### src/rtl/odd_even_combine.sv
`default_nettype none
// ============================================================================
// Module   : odd_even_combine
// Purpose  : Last stage of a Batcher odd-even merge. Interleaves a sorted
//            "odd" subsequence (original positions 0,2,4,...) with a sorted
//            "even" subsequence (positions 1,3,5,...) and then sweeps one
//            shared comparator over the adjacent pairs (1,2),(3,4),...,
//            (2n-3,2n-2). The result is a single ascending 2n-lane vector.
// Ports    : clk, rst        - clock, synchronous active-high reset
//            in_valid/in_ready   - input handshake (ready only while idle)
//            inOdd, inEven       - n lanes each, lane k at [(k+1)*W-1:k*W]
//            out_valid/out_ready - output handshake
//            out                 - 2n lanes, lane 0 holds the smallest key
// Revision : 1.0 - initial release
// ============================================================================
module odd_even_combine #(
  parameter int WIDTH = 1,
  parameter int N     = 4
) (
  input  logic                   clk,
  input  logic                   rst,
  input  logic                   in_valid,
  output logic                   in_ready,
  input  logic [N*WIDTH-1:0]     inOdd,
  input  logic [N*WIDTH-1:0]     inEven,
  output logic                   out_valid,
  input  logic                   out_ready,
  output logic [2*N*WIDTH-1:0]   out
);

  localparam int IW = (N > 1) ? $clog2(N) : 1;

  typedef enum logic [1:0] {
    S_IDLE = 2'd0,
    S_EXCH = 2'd1,
    S_DONE = 2'd2
  } state_t;

  state_t               state_q, state_d;
  logic [IW-1:0]        idx_q, idx_d;
  logic [WIDTH-1:0]     c_q [2*N];
  logic [WIDTH-1:0]     c_d [2*N];
  logic [2*N*WIDTH-1:0] out_q, out_d;
  logic                 in_ready_q, in_ready_d;
  logic                 out_valid_q, out_valid_d;

  // Operands of the single shared comparator, steered by the pair index.
  logic [WIDTH-1:0]     lo_w, hi_w;
  logic                 swap_w;

  always_comb begin
    lo_w = '0;
    hi_w = '0;
    for (int k = 1; k < N; k++) begin
      if (idx_q == IW'(k)) begin
        lo_w = c_q[2*k-1];
        hi_w = c_q[2*k];
      end
    end
  end

  // Strictly greater: equal keys are never exchanged.
  assign swap_w = (lo_w > hi_w);

  always_comb begin
    state_d = state_q;
    idx_d   = idx_q;
    c_d     = c_q;
    out_d   = out_q;

    case (state_q)
      S_IDLE: begin
        if (in_valid) begin
          // Interleave: odd lanes land on even positions, even lanes on odd.
          c_d[0]     = inOdd[0 +: WIDTH];
          for (int i = 1; i < N; i++) begin
            c_d[2*i-1] = inEven[(i-1)*WIDTH +: WIDTH];
            c_d[2*i]   = inOdd[i*WIDTH +: WIDTH];
          end
          c_d[2*N-1] = inEven[(N-1)*WIDTH +: WIDTH];
          idx_d      = IW'(1);
          state_d    = (N > 1) ? S_EXCH : S_DONE;
        end
      end

      S_EXCH: begin
        for (int k = 1; k < N; k++) begin
          if ((idx_q == IW'(k)) && swap_w) begin
            c_d[2*k-1] = hi_w;
            c_d[2*k]   = lo_w;
          end
        end
        if (idx_q == IW'(N-1)) begin
          state_d = S_DONE;
        end else begin
          idx_d = idx_q + IW'(1);
        end
      end

      S_DONE: begin
        if (out_ready) begin
          state_d = S_IDLE;
        end
      end

      default: begin
        state_d = S_IDLE;
      end
    endcase

    // The output register only loads on entry to DONE, so it never shows a
    // partially exchanged vector and keeps the last result after acceptance.
    if ((state_d == S_DONE) && (state_q != S_DONE)) begin
      for (int k = 0; k < 2*N; k++) begin
        out_d[k*WIDTH +: WIDTH] = c_d[k];
      end
    end

    in_ready_d  = (state_d == S_IDLE);
    out_valid_d = (state_d == S_DONE);
  end

  always_ff @(posedge clk) begin
    if (rst) begin
      state_q     <= S_IDLE;
      idx_q       <= '0;
      out_q       <= '0;
      in_ready_q  <= 1'b1;
      out_valid_q <= 1'b0;
      for (int k = 0; k < 2*N; k++) begin
        c_q[k] <= '0;
      end
    end else begin
      state_q     <= state_d;
      idx_q       <= idx_d;
      out_q       <= out_d;
      in_ready_q  <= in_ready_d;
      out_valid_q <= out_valid_d;
      for (int k = 0; k < 2*N; k++) begin
        c_q[k] <= c_d[k];
      end
    end
  end

  assign in_ready  = in_ready_q;
  assign out_valid = out_valid_q;
  assign out       = out_q;

endmodule
`default_nettype wire

### config.mk
export PLATFORM = sky130hd
export DESIGN_NAME = odd_even_combine
export DESIGN_NICKNAME = d
export VERILOG_FILES = /design/src/rtl/odd_even_combine.sv
export SDC_FILE = /design/constraint.sdc
export NUM_CORES = 1
export LEC_CHECK = 0
export ABC_AREA = 1
export BUFFER_PORTS_ARGS = -buffer_cell sky130_fd_sc_hd__buf_2
export CORE_MARGIN = 2
export CORE_UTILIZATION = 47
export CTS_CLUSTER_SIZE = 10
export DETAILED_ROUTE_END_ITERATION = 6
export MAX_ROUTING_LAYER = met4
export PLACE_DENSITY_LB_ADDON = 0.12
export SKIP_CTS_REPAIR_TIMING = 1
export SLEW_MARGIN = 15
export SYNTH_ARGS = -nofsm -noshare
export SYNTH_HDL_FRONTEND = slang
export SYNTH_SLANG_ARGS = --single-unit
### constraint.sdc
create_clock -name clk -period 1.5 [get_ports clk]
set_input_delay 0.375 -clock clk [delete_from_list [all_inputs] [get_ports clk]]
set_output_delay 0.375 -clock clk [all_outputs]
set_load 0.02 [all_outputs]
==> impl_metrics.ini <==
[outcome]
run_status = finished clean

[logic_synthesis]
async_flop_share_pct = 0
ys_warn_count = 0
synth_area_leader_cell = dfxtp_1
synth-seq-area-share_pct = 43.51
avgSynthCellArea_um2 = 7.498
synth_top_cell_area_share_pct = 43.51
synth_top_flop_cell = dfxtp_1
syn_inst = 135
synth_area_mm2 = 0.001012
synth_seq_cells = 22
synthTopCellsByArea = dfxtp_1 44%, nand2_1 8.9%, inv_1 8.2%
synth_edf_count = 0
synth_cell_types = 26
synth_most_common_cell = nand2_1
synth_nets = 150
synth_common_cells = 24 x nand2_1, 22 x dfxtp_1, 22 x inv_1

[cts]
cts.clk_slew.worst_paths_ns = 0.12
cts_root_buf = clkbuf_4
clk_latency_ns = 0.32
cts_sinks = 22
cts_buffers = 3
cts_htree_levels = 1
clockBufferDepth = 2
cts_tree = built

[final_layout]
drive_above_1_share_pct = 28.75
final_util_pct = 62.94
area_delta_synth_final_pct = 24.47
insertedDiodeCount = 0
ff_latch_area_um2 = 447.9
num-nets-final = 176
nFillCells = 194
multi_input_comb_area_um2 = 504.2

[worst_setup_path]
worstPathCellList = ha_4 -> inv_2 -> or2_1 -> nand2_2 -> nand3_2 -> nand2_1 -> nand4_1 -> nand2_1 -> inv_1
worstSetupPathType = register to register
critPathLaunch = idx_q[0]
crit_fanout = 4
crit_path_frequent_cell = nand2_1
crit_required_ns = 1.74
rrSetupSlack_ns = 0.08
crit_slowest_cell = dfxtp_4
critical_path.top_delay_family = simple AND/OR/NAND/NOR gates
crit_path_end_kind = register
r2r.worst_path.cells = 9
regToRegEndpoint = out[1]
cp.arrival_ns = 1.66
slowest_delay_ns = 0.41
crit_buf_inv = 2
r2r_start = idx_q[0]
worstSetupStartpointType = register

[placed_design]
portBuffers = 21
dpl.hpwl_um = 1665
place_congestion = 0.8561

[sta]
drv_slew = 0
timing.fmax_mhz = 702.2
slew_headroom_pct = 75.99
fin_crit_sh_pct = 94.94
worst_pin_slew_ns = 0.3598
setup_viol = 0
min_period_ns = 1.424
hold_viol = 0
whs_ns = 0.3073
clock_skew_ns = 0.001895

[grt]
grt_pass1_vias = 918
grt_pass1_wl_um = 3726
antenna_found_initial = 0
grt_usage_pct = 19.65
grt_max_degree = 14
grt-ovfl-total = 0

[floorplanning]
io_pins = 22
die_h_um = 50.41
fp.dieArea_mm2 = 0.002541
rows = 16
start_util_pct = 50.56
core_mm2 = 0.002002
fp.dieW_um = 50.41

[job]
drv_cap = 0

[detailed_routing]
wl_per_cell_um = 12.07
first_pass_iters = 6
viasPerCell = 4.963
antenna_left = 0
drtIter0Drc = 13
via_count = 928
routed_wl_um = 2257
drc_errors = 0

[min_path]
hold_class = primary input to register
min_path_cells = 3
min_to = c_q[7]
holdCritStartpoint = inOdd[0]

[power_and_ir_drop]
vdd_drop_max_mv = 0.6820
power.leakage_nw = 0.6218
power_density_mw_per_mm2 = 1002
==> worst reg2reg max path: stages (launching register included) <==
cell     delay (ns)
dfxtp_4        0.41
ha_4           0.17
inv_2          0.06
or2_1          0.23
nand2_2        0.10
nand3_2        0.09
nand2_1        0.09
nand4_1        0.09
nand2_1        0.08
inv_1          0.03
==> sequential cells by signal, summed over array words and instances, names as in the netlist <==
name	count
c_q	8
idx_q	2
in_ready	1
out	8
out_valid	1
state_q	2
==> per-layer routing <==
| layer | up-vias | routed length, um | global-route usage [%] |
|---|---|---|---|
| li1 | 481 | - | - |
| met1 | 421 | 1051 | 22.33 |
| met2 | 21 | 1088 | 35.09 |
| met3 | 5 | 83 | 3.571 |
| met4 | 0 | 33 | 5.856 |
| met5 | - | 0 | - |
==> metrics by stage <==
stage	std cells	setup WS (ns)	power (mW)	TNS, ns	cell area (um^2)
final	187	0.07589	1.262	0	1260
after global routing	187	-0.006075	1.306	-0.009802	1260
after CTS	187	-0.02954	1.245	-0.05020	1206
after detailed placement	183	-0.0001340	0.7962	-0.0001340	1154
after global placement	183	0.05227	0.7886	0	1154
after floorplan	135	0.1327	0.7446	0	1012
==> layout make-up <==
| cell class | count | share of cell area (%) |
|---|---|---|
| clock inverters | 1 | 2.383 |
| repair buffers | 24 | 10.13 |
| clock buffers | 3 | 1.787 |
| flip-flops and latches | 22 | 35.55 |
| well taps | 27 | 2.681 |
| inverters | 25 | 7.448 |
| multi-input cells | 85 | 40.02 |
==> how the worst max path moves through the flow <==
stage          endpoint  slack, ns  depth (start not counted)
6_report         out[1]       0.08                          9
2_1_floorplan    out[3]       0.13                          9
3_3_place_gp     out[3]       0.05                         10
5_1_grt          out[1]     -0.006                          9
3_5_place_dp     out[3]    -0.0001                          9
4_1_cts          out[3]      -0.03                          9
==> layout by cell type, fill, tap and decap left out <==
cell       Yosys  layout
mux2i_1        2       2
clkbuf_4       0       3
o21ai_1        1       1
nor2_4         1       1
nand2_4        1       1
inv_2          3       4
o21ai_0        7       7
buf_2          1      21
nand2_2        1       3
bufinv_16      0       1
dfxtp_1       22      20
o221ai_1       1       1
nor2_1        15      15
nand2_1       24      22
nand3_2        1       1
nand4_2        1       1
a31oi_1        1       1
or2_1          1       1
o21bai_1       1       1
dfxtp_4        0       2
ha_4           0       3
buf_4          0       3
nand3_1        6       6
a21oi_1       11      10
nor2_2         1       1
inv_1         22      21
nand4_1        2       2
a21oi_2        0       1
o21a_1         4       4
==> logic make-up after synthesis <==
| family | count (synthesis) | synth area share [%] |
|---|---|---|
| compound gates | 26 | 14.59 |
| fa+ha+maj | 3 | 3.709 |
| buf+inv | 28 | 11.25 |
| flops | 22 | 43.51 |
| mux | 2 | 1.978 |
| simple gates | 54 | 24.97 |
==> report_power, final <==
group,switching [mW],total [mW],leakage [nW],internal (mW)
combinational,0.105,0.171,0.413,0.0659
clock,0.190,0.460,0.0279,0.270
sequential,0.0198,0.630,0.181,0.611
total,0.315,1.26,0.622,0.947
Power figures use the tool's default switching activity.
